[src/rtl/reduction_arbiter.sv]
// Round-robin arbiter sharing one reduction tree among NUM_REQ lanes; a tag FIFO routes in-order results back.
// Optional REDUCTION_ARB_STATS_EN adds saturating grant_cnt/stall_cnt outputs.
`ifndef MAX_EMBEDDING_DIM
`define MAX_EMBEDDING_DIM 4
`endif
`ifndef INTEGER_WIDTH
`define INTEGER_WIDTH 8
`endif

// Handshakes: a transfer happens on a rising clk edge where vld && rdy; vld never waits on rdy upstream.
module reduction_arbiter #(
  parameter int NUM_REQ    = 4,
  parameter int INPUT_LEN  = `MAX_EMBEDDING_DIM,
  parameter int W_IN       = 2*`INTEGER_WIDTH,
  parameter int STEPS      = 1,
  parameter int W_OUT      = W_IN+STEPS,
  parameter int OUTPUT_LEN = INPUT_LEN>>STEPS,
  parameter int TAG_DEPTH  = 4,
  localparam int IDX_W     = $clog2(NUM_REQ),
  localparam int AW        = $clog2(TAG_DEPTH),
  localparam int PTR_W     = AW+1
)(
  input  logic                                        clk,
  input  logic                                        rst,
  input  logic [NUM_REQ-1:0]                          req_vld,
  output logic [NUM_REQ-1:0]                          req_rdy,
  input  logic [NUM_REQ-1:0][INPUT_LEN-1:0][W_IN-1:0] req_list,
  output logic                                        tree_vld,
  input  logic                                        tree_rdy,
  output logic [INPUT_LEN-1:0][W_IN-1:0]              tree_list,
  input  logic                                        res_vld,
  output logic                                        res_rdy,
  input  logic [OUTPUT_LEN-1:0][W_OUT-1:0]            res_list,
  output logic [NUM_REQ-1:0]                          resp_vld,
  input  logic [NUM_REQ-1:0]                          resp_rdy,
  output logic [OUTPUT_LEN-1:0][W_OUT-1:0]            resp_list,
  output logic                                        tag_err,
`ifdef REDUCTION_ARB_STATS_EN
  output logic [NUM_REQ-1:0][15:0]                    grant_cnt,
  output logic [15:0]                                 stall_cnt,
`endif
  output logic                                        state_dbg,
  output logic [IDX_W-1:0]                            rr_ptr_dbg,
  output logic [PTR_W-1:0]                            tag_count_dbg
);

  typedef enum logic {ARB, HOLD} state_t;

  state_t           state, state_nxt;
  logic [IDX_W-1:0] rr_ptr, lock_idx, lock_nxt, arb_idx, grant, rr_nxt;
  logic             arb_found, grant_vld, can_push, issue, pop, full, empty;
  logic [IDX_W-1:0] tag_mem [TAG_DEPTH];
  logic [PTR_W-1:0] wr_ptr, rd_ptr;
  logic [IDX_W-1:0] head;

  // Cyclic priority search starting at rr_ptr.
  always_comb begin
    int j;
    arb_found = 1'b0;
    arb_idx   = '0;
    j         = 0;
    for (int k = 0; k < NUM_REQ; k++) begin
      j = int'(rr_ptr) + k;
      if (j >= NUM_REQ) j = j - NUM_REQ;
      if (!arb_found && req_vld[j]) begin
        arb_found = 1'b1;
        arb_idx   = IDX_W'(j);
      end
    end
  end

  assign grant     = (state == HOLD) ? lock_idx : arb_idx;
  assign grant_vld = (state == HOLD) ? req_vld[lock_idx] : arb_found;
  assign empty     = (wr_ptr == rd_ptr);
  assign full      = (wr_ptr[AW] != rd_ptr[AW]) && (wr_ptr[AW-1:0] == rd_ptr[AW-1:0]);
  assign head      = tag_mem[rd_ptr[AW-1:0]];

  // Outputs are gated by rst so every handshake signal drops the moment reset asserts.
  assign res_rdy   = rst && !empty && resp_rdy[head];
  assign pop       = res_vld && res_rdy;
  assign can_push  = !full || pop;
  assign tree_vld  = rst && grant_vld && can_push;
  assign issue     = tree_vld && tree_rdy;
  assign tree_list = req_list[grant];
  assign resp_list = res_list;
  assign rr_nxt    = (grant == IDX_W'(NUM_REQ-1)) ? '0 : grant + IDX_W'(1);

  always_comb begin
    req_rdy  = '0;
    resp_vld = '0;
    if (rst && grant_vld && tree_rdy && can_push) req_rdy[grant] = 1'b1;
    if (rst && res_vld && !empty) resp_vld[head] = 1'b1;
  end

  always_comb begin
    state_nxt = state;
    lock_nxt  = lock_idx;
    case (state)
      ARB: begin
        if (arb_found && !tree_rdy && can_push) begin
          state_nxt = HOLD;
          lock_nxt  = arb_idx;
        end
      end
      HOLD: begin
        if (issue) state_nxt = ARB;
      end
      default: state_nxt = ARB;
    endcase
  end

  always_ff @(posedge clk or negedge rst) begin
    if (!rst) begin
      state    <= ARB;
      lock_idx <= '0;
      rr_ptr   <= '0;
      wr_ptr   <= '0;
      rd_ptr   <= '0;
      tag_err  <= 1'b0;
    end else begin
      state    <= state_nxt;
      lock_idx <= lock_nxt;
      if (issue) begin
        rr_ptr <= rr_nxt;
        wr_ptr <= wr_ptr + PTR_W'(1);
      end
      if (pop) rd_ptr <= rd_ptr + PTR_W'(1);
      if (res_vld && empty) tag_err <= 1'b1;
    end
  end

  // Tag storage needs no reset: the pointers define which entries are live.
  always_ff @(posedge clk) begin
    if (issue) tag_mem[wr_ptr[AW-1:0]] <= grant;
  end

`ifdef REDUCTION_ARB_STATS_EN
  always_ff @(posedge clk or negedge rst) begin
    if (!rst) begin
      grant_cnt <= '0;
      stall_cnt <= '0;
    end else begin
      for (int i = 0; i < NUM_REQ; i++) begin
        if (issue && grant == IDX_W'(i) && grant_cnt[i] != 16'hFFFF)
          grant_cnt[i] <= grant_cnt[i] + 16'd1;
      end
      if ((|req_vld) && !issue && stall_cnt != 16'hFFFF)
        stall_cnt <= stall_cnt + 16'd1;
    end
  end
`endif

  assign state_dbg     = (state == HOLD);
  assign rr_ptr_dbg    = rr_ptr;
  assign tag_count_dbg = wr_ptr - rd_ptr;

endmodule

[config.mk]
export PLATFORM = sky130hd
export DESIGN_NAME = reduction_arbiter
export DESIGN_NICKNAME = d
export VERILOG_FILES = /design/src/rtl/reduction_arbiter.sv
export SDC_FILE = /design/constraint.sdc
export NUM_CORES = 1
export LEC_CHECK = 0
export CAP_MARGIN = 20
export CORE_AREA = 2 2 161 163
export CTS_BUF_LIST = sky130_fd_sc_hd__clkbuf_16
export DETAILED_ROUTE_END_ITERATION = 8
export DIE_AREA = 0 0 163 165
export GPL_TIMING_DRIVEN = 0
export PLACE_DENSITY = 0.53
export SYNTH_ARGS = -nofsm -noshare
export SYNTH_HDL_FRONTEND = slang
export SYNTH_SLANG_ARGS = --single-unit
[constraint.sdc]
create_clock -name clk -period 5.8 [get_ports clk]
set_clock_uncertainty 0.1 [all_clocks]
set_input_delay 1.74 -clock clk [delete_from_list [all_inputs] [get_ports clk]]
set_output_delay 1.74 -clock clk [all_outputs]
set_load 0.005 [all_outputs]
Word level (Yosys, flattened, before mapping)
Memory sizes are Yosys's and may differ from the RTL's.
Cells that the tools add are included.
{"block": "word_totals", "elab_cells": 107, "out_inout_bits": 115, "inputBits": 302, "ram_bits": 8, "memories": 1, "register_bits": 12}
{"block": "op_classes", "reduce_logical": 27, "bitwise_logic": 1, "magnitude_cmp": 13, "muxes": 44, "eq_ne": 4, "n_addsub": 11}
{"name": "tag_mem", "words": 4, "word_bits": 2, "rd": 1, "rd_ports_with_merged_regs": 0, "wr": 1, "line_no": "52", "source": "logic [IDX_W-1:0] tag_mem [TAG_DEPTH];"}
{"operator": "binary-select mux 64 bit (select 2 bit)", "count": 1}
{"operator": "less-than comparator 32 x 4 -> 1 bit (second input constant)", "count": 4}
{"operator": "two-way mux 32 bit", "count": 4}
{"operator": "two-way mux 64 bit", "count": 1}
{"operator": "two-way mux 1 bit", "count": 21}
{"operator": "logical AND 1 bit", "count": 19}
{"operator": "binary-select mux 1 bit (select 2 bit)", "count": 6}
{"operator": "two-way mux 2 bit", "count": 6}
{"operator": "subtractor 3 x 3 -> 4 bit (second input constant)", "count": 3}
{"operator": ">= comparator 3 bit (second input constant)", "count": 3}
{"operator": "less-than comparator 2 x 3 -> 1 bit (second input constant)", "count": 3}
{"operator": "two-way mux 4 bit", "count": 2}
{"operator": "adder 2 x 2 -> 3 bit (second input constant)", "count": 2}
{"operator": "adder 3 x 1 -> 3 bit (second input constant)", "count": 2}
{"operator": "logical NOT 1 bit", "count": 6}
{"operator": "demux 1 bit (select 2 bit)", "count": 2}
{"operator": ">= comparator 2 x 1 -> 1 bit (second input constant)", "count": 2}
{"operator": "subtractor 2 x 3 -> 4 bit (second input constant)", "count": 1}
{"operator": "adder 2 x 1 -> 3 bit (second input constant)", "count": 1}
{"operator": "== test 3 bit", "count": 1}
{"operator": ">= comparator 2 x 3 -> 1 bit (second input constant)", "count": 1}
{"operator": "subtractor 3 bit", "count": 1}
{"operator": "adder 2 x 1 -> 2 bit (second input constant)", "count": 1}
{"operator": "== test 2 bit", "count": 1}
{"operator": "6 further kinds", "count": 6}

Depth between registers and ports, before layout
{"block": "depth", "depth_word": 21, "depth_mapped": 8, "mapped_depth_nobuf": 7}

Worst setup path before layout
Ideal clock, no wire load.
{"block": "synth_timing", "path_kind": "input -> output", "from": "input req_vld[1]", "to": "output tree_list[40] (netlist bit)", "arrival_time_ns": 3.367, "required_time_ns": 3.960, "path_slack_ns": 0.593, "path_buffers": 2, "cell_stages": 6, "path_cell_list": "nor3b_1 > a211oi_1 > o31ai_2 > buf_4 > buf_2 > mux4_2"}
{"item": "start: declaration", "line_no": "25", "source": "input logic [NUM_REQ-1:0] req_vld,"}
{"item": "end: declaration", "line_no": "30", "source": "output logic [INPUT_LEN-1:0][W_IN-1:0] tree_list,"}

==> flow_summary.yaml <==
finish:
  fillCellCount: 2629
  multi_input_area_um2: 2180
  syn2layout_area_growth_pct: 154
  seqCellArea_um2: 541
  layout.nets: 941
  final_layout_size_suffix_gt1_share_pct: 25.8
clock_network:
  clk_root_buffer_cell: "clkbuf_16"
  clock_sinks: 20
  clk_latency_ns: 0.25
  clkTransAtPathRegs_ns: 0.06
  ctsHoldBuffers: 0
  cts_tree: "yes"
  ctsHtreeMaxLevel: 1
  ctsLongestPathBuffers: 2
  cts_buffers: 3
yosys:
  ys_seq_elements: 20
  ys.flop_type: "dfrtp_1"
  syn_area_um2: 3040
  syn_inst: 221
  ys_types: 42
  synth-warning-count: 0
  async_flop_share_pct: 60.0
  yosysSeqAreaShare_pct: 17.8
  synth.net_count: 532
  syn_avg_cell_area_um2: 13.8
  synth-edff-count: 8
flow_run:
  cap_violations: 0
min_path:
  hold_path_depth: 1
  hp-class: "reg2reg"
  hp-start: "tag_err$_DFFE_PN0P_"
  holdPathEnd: "tag_err$_DFFE_PN0P_"
place:
  port_buffers: 382
  gp_congestion: 0.776
  place_ws_ns: -1.18
  dp_hpwl_um: 18600
setup_path:
  arrival_ns: 3.86
  cp-start-kind: "input port"
  worst_r2r_endpoint: "lock_idx[1]$_DFFE_PN0P_"
  worst_setup_path_end_kind: "output pin"
  worstSetupPathType: "in2out"
  critPathMaxFanout: 5
  r2r_setup_slack_ns: 3.13
  critical_path_required_ns: 3.96
  rr_worst_depth: 7
  r2r-start: "rd_ptr[0]$_DFFE_PN0P_"
timing:
  setup_violations: 0
  finalSetupTns_ns: 0
  slew_viol_final: 0
  fin_crit_ns: 5.70
  max_clock_freq_ghz: 0.175
  hold_viol_final: 0
  worst_slack_ns: 0.0990
  worst_pin_slew_ns: 0.523
  slew_headroom_pct: 65.1
  grt_setup_unrepaired: "no"
  post-route-period-util_pct: 98.3
global_route:
  grt_start_max_net_pins: 17
  grt_first_pass_wirelength_um: 27200
  grt_use_met2_pct: 25.0
  first_global_vias: 3864
  busiest_layer: "met2"
  overflow: 0
  antenna_found_initial: 1
  grtUsageMet1_pct: 16.4
  grt_usage_pct: 14.2
  gr-usage-met3_pct: 6.15
floorplan:
  die_h_um: 165
  core_um2: 25000
  io_pins: 417
  dieArea_um2: 26900
  chipWidth_um: 163
  rows: 58
  start_util_pct: 12.1
drt:
  post-route-drc-count: 0
  vias: 3724
  vias_per_cell: 3.88
  drt_iter0_drc: 196
  firstDrtPassIters: 4
  routed_wirelength_um: 21100
  antenna_left: 0
  wl_per_cell_um: 22.0
pwr:
  vdd.ir_drop.worst_mv: 0.171
  p_leak_nw: 2.98
  power.total_mw: 3.31
  power_density_nw_per_um2: 427
outcome:
  status: "finished, final reports clean"
[logic make-up after synthesis]
| logic type | synth area share [%] |
|---|---|
| mux | 53.1 |
| simple gates | 4.98 |
| flops | 17.8 |
| buf+inv | 12.2 |
| fa+ha+maj | 3.95 |
| compound gates | 6.05 |
| xor+xnor | 2.02 |
[metrics by stage]
step	cells	util [%]	instance area, um2	hold slack (ns)
2_1_floorplan	221	-	3040	0.360
3_3_place_gp	933	29.1	7280	0.361
3_5_place_dp	933	29.1	7280	0.374
4_1_cts	958	30.9	7730	0.388
5_1_grt	960	30.9	7740	0.411
6_report	960	30.9	7740	0.372
[Yosys cell counts (4+ instances only)]
master | count | area, um2
buf_4 | 36 | 270
nor2_1 | 10 | 37.5
inv_1 | 8 | 30.0
nand2_1 | 8 | 30.0
ha_1 | 8 | 100
mux4_2 | 67 | 1510
dfrtp_1 | 12 | 300
edfxtp_1 | 8 | 240
clkbuf_1 | 5 | 18.8
and2_1 | 4 | 25.0
xnor2_1 | 4 | 35.0
buf_2 | 8 | 40.0
[worst max path at each step]
stage	start	endpoint	slack [ns]	cells after the start
6_report	req_vld[0]	tree_list[25]	0.1	9
5_1_grt	req_vld[0]	tree_list[61]	0.01	8
4_1_cts	req_vld[3]	tree_list[47]	-0.07	8
3_5_place_dp	req_vld[3]	tree_list[34]	-1.18	8
3_3_place_gp	req_vld[3]	tree_list[34]	-1.15	8
2_1_floorplan	req_vld[1]	tree_list[40]	0.59	6
[registers in the layout, summed over array words and instances, names as in the netlist]
name        count
lock_idx        2
rd_ptr          3
rr_ptr_dbg      2
state_dbg       1
tag_err         1
tag_mem         8
wr_ptr          3
[placed cells by master, fill, tap and decap left out, types with 2 or more instances in the layout]
cell               n
bufbuf_16          2
buf_6              3
nor3b_2            2
o21ai_0            2
clkdlybuf4s15_1   10
inv_1              8
mux4_2            67
xnor2_1            4
buf_4             50
nand2b_1           2
buf_12            11
mux2_1             2
nor2_1             8
clkdlybuf4s50_1  317
buf_2              5
a211oi_1           2
mux2_4             3
and2_1             4
dlygate4sd2_1     46
clkbuf_16          3
o21ai_1            2
mux2i_2            2
dfrtp_1           12
o31ai_1            2
nand2_1            8
o31ai_4            2
dlymetal6s2s_1     2
clkbuf_2           6
xor2_1             3
edfxtp_1           8
ha_1               8
[timing repair]
action                                  4_1_cts  5_1_grt
cloned                                        2        0
endpoints found under the setup margin       69       30
buffers inserted                             19        1
gates resized for setup                     129        8
pin swaps                                     6        3
[critical path, stage by stage]
cell           delay, ns
dlygate4sd2_1       0.28
nor2_4              0.13
a211oi_4            0.07
o31ai_4             0.30
buf_6               0.20
buf_12              0.11
bufbuf_16           0.25
mux4_2              0.49
dlygate4sd2_1       0.28
[layout make-up]
cell class / count / share of cell area [%]
antenna: 1 / 0.0323
inverter: 8 / 0.388
clock inverter: 1 / 0.388
clock buffer: 3 / 0.970
timing repair buffer: 404 / 51.8
tap: 330 / 5.34
multi-input combinational: 143 / 28.2
sequential: 20 / 6.99
buffer: 50 / 5.87
[power by group]
part | total [mW] | internal (mW) | leakage [nW] | switching [mW]
sequential | 0.268 | 0.208 | 0.212 | 0.0599
clock | 0.186 | 0.137 | 0.0511 | 0.0494
combinational | 2.85 | 1.69 | 2.72 | 1.16
[metal layers]
layer | wire [um] | up-vias
met5 | 0 | -
met4 | 273 | 0
met3 | 2450 | 8
met2 | 10700 | 214
met1 | 7660 | 1807
li1 | - | 1695
No activity file was read; power rests on OpenSTA's default activity.
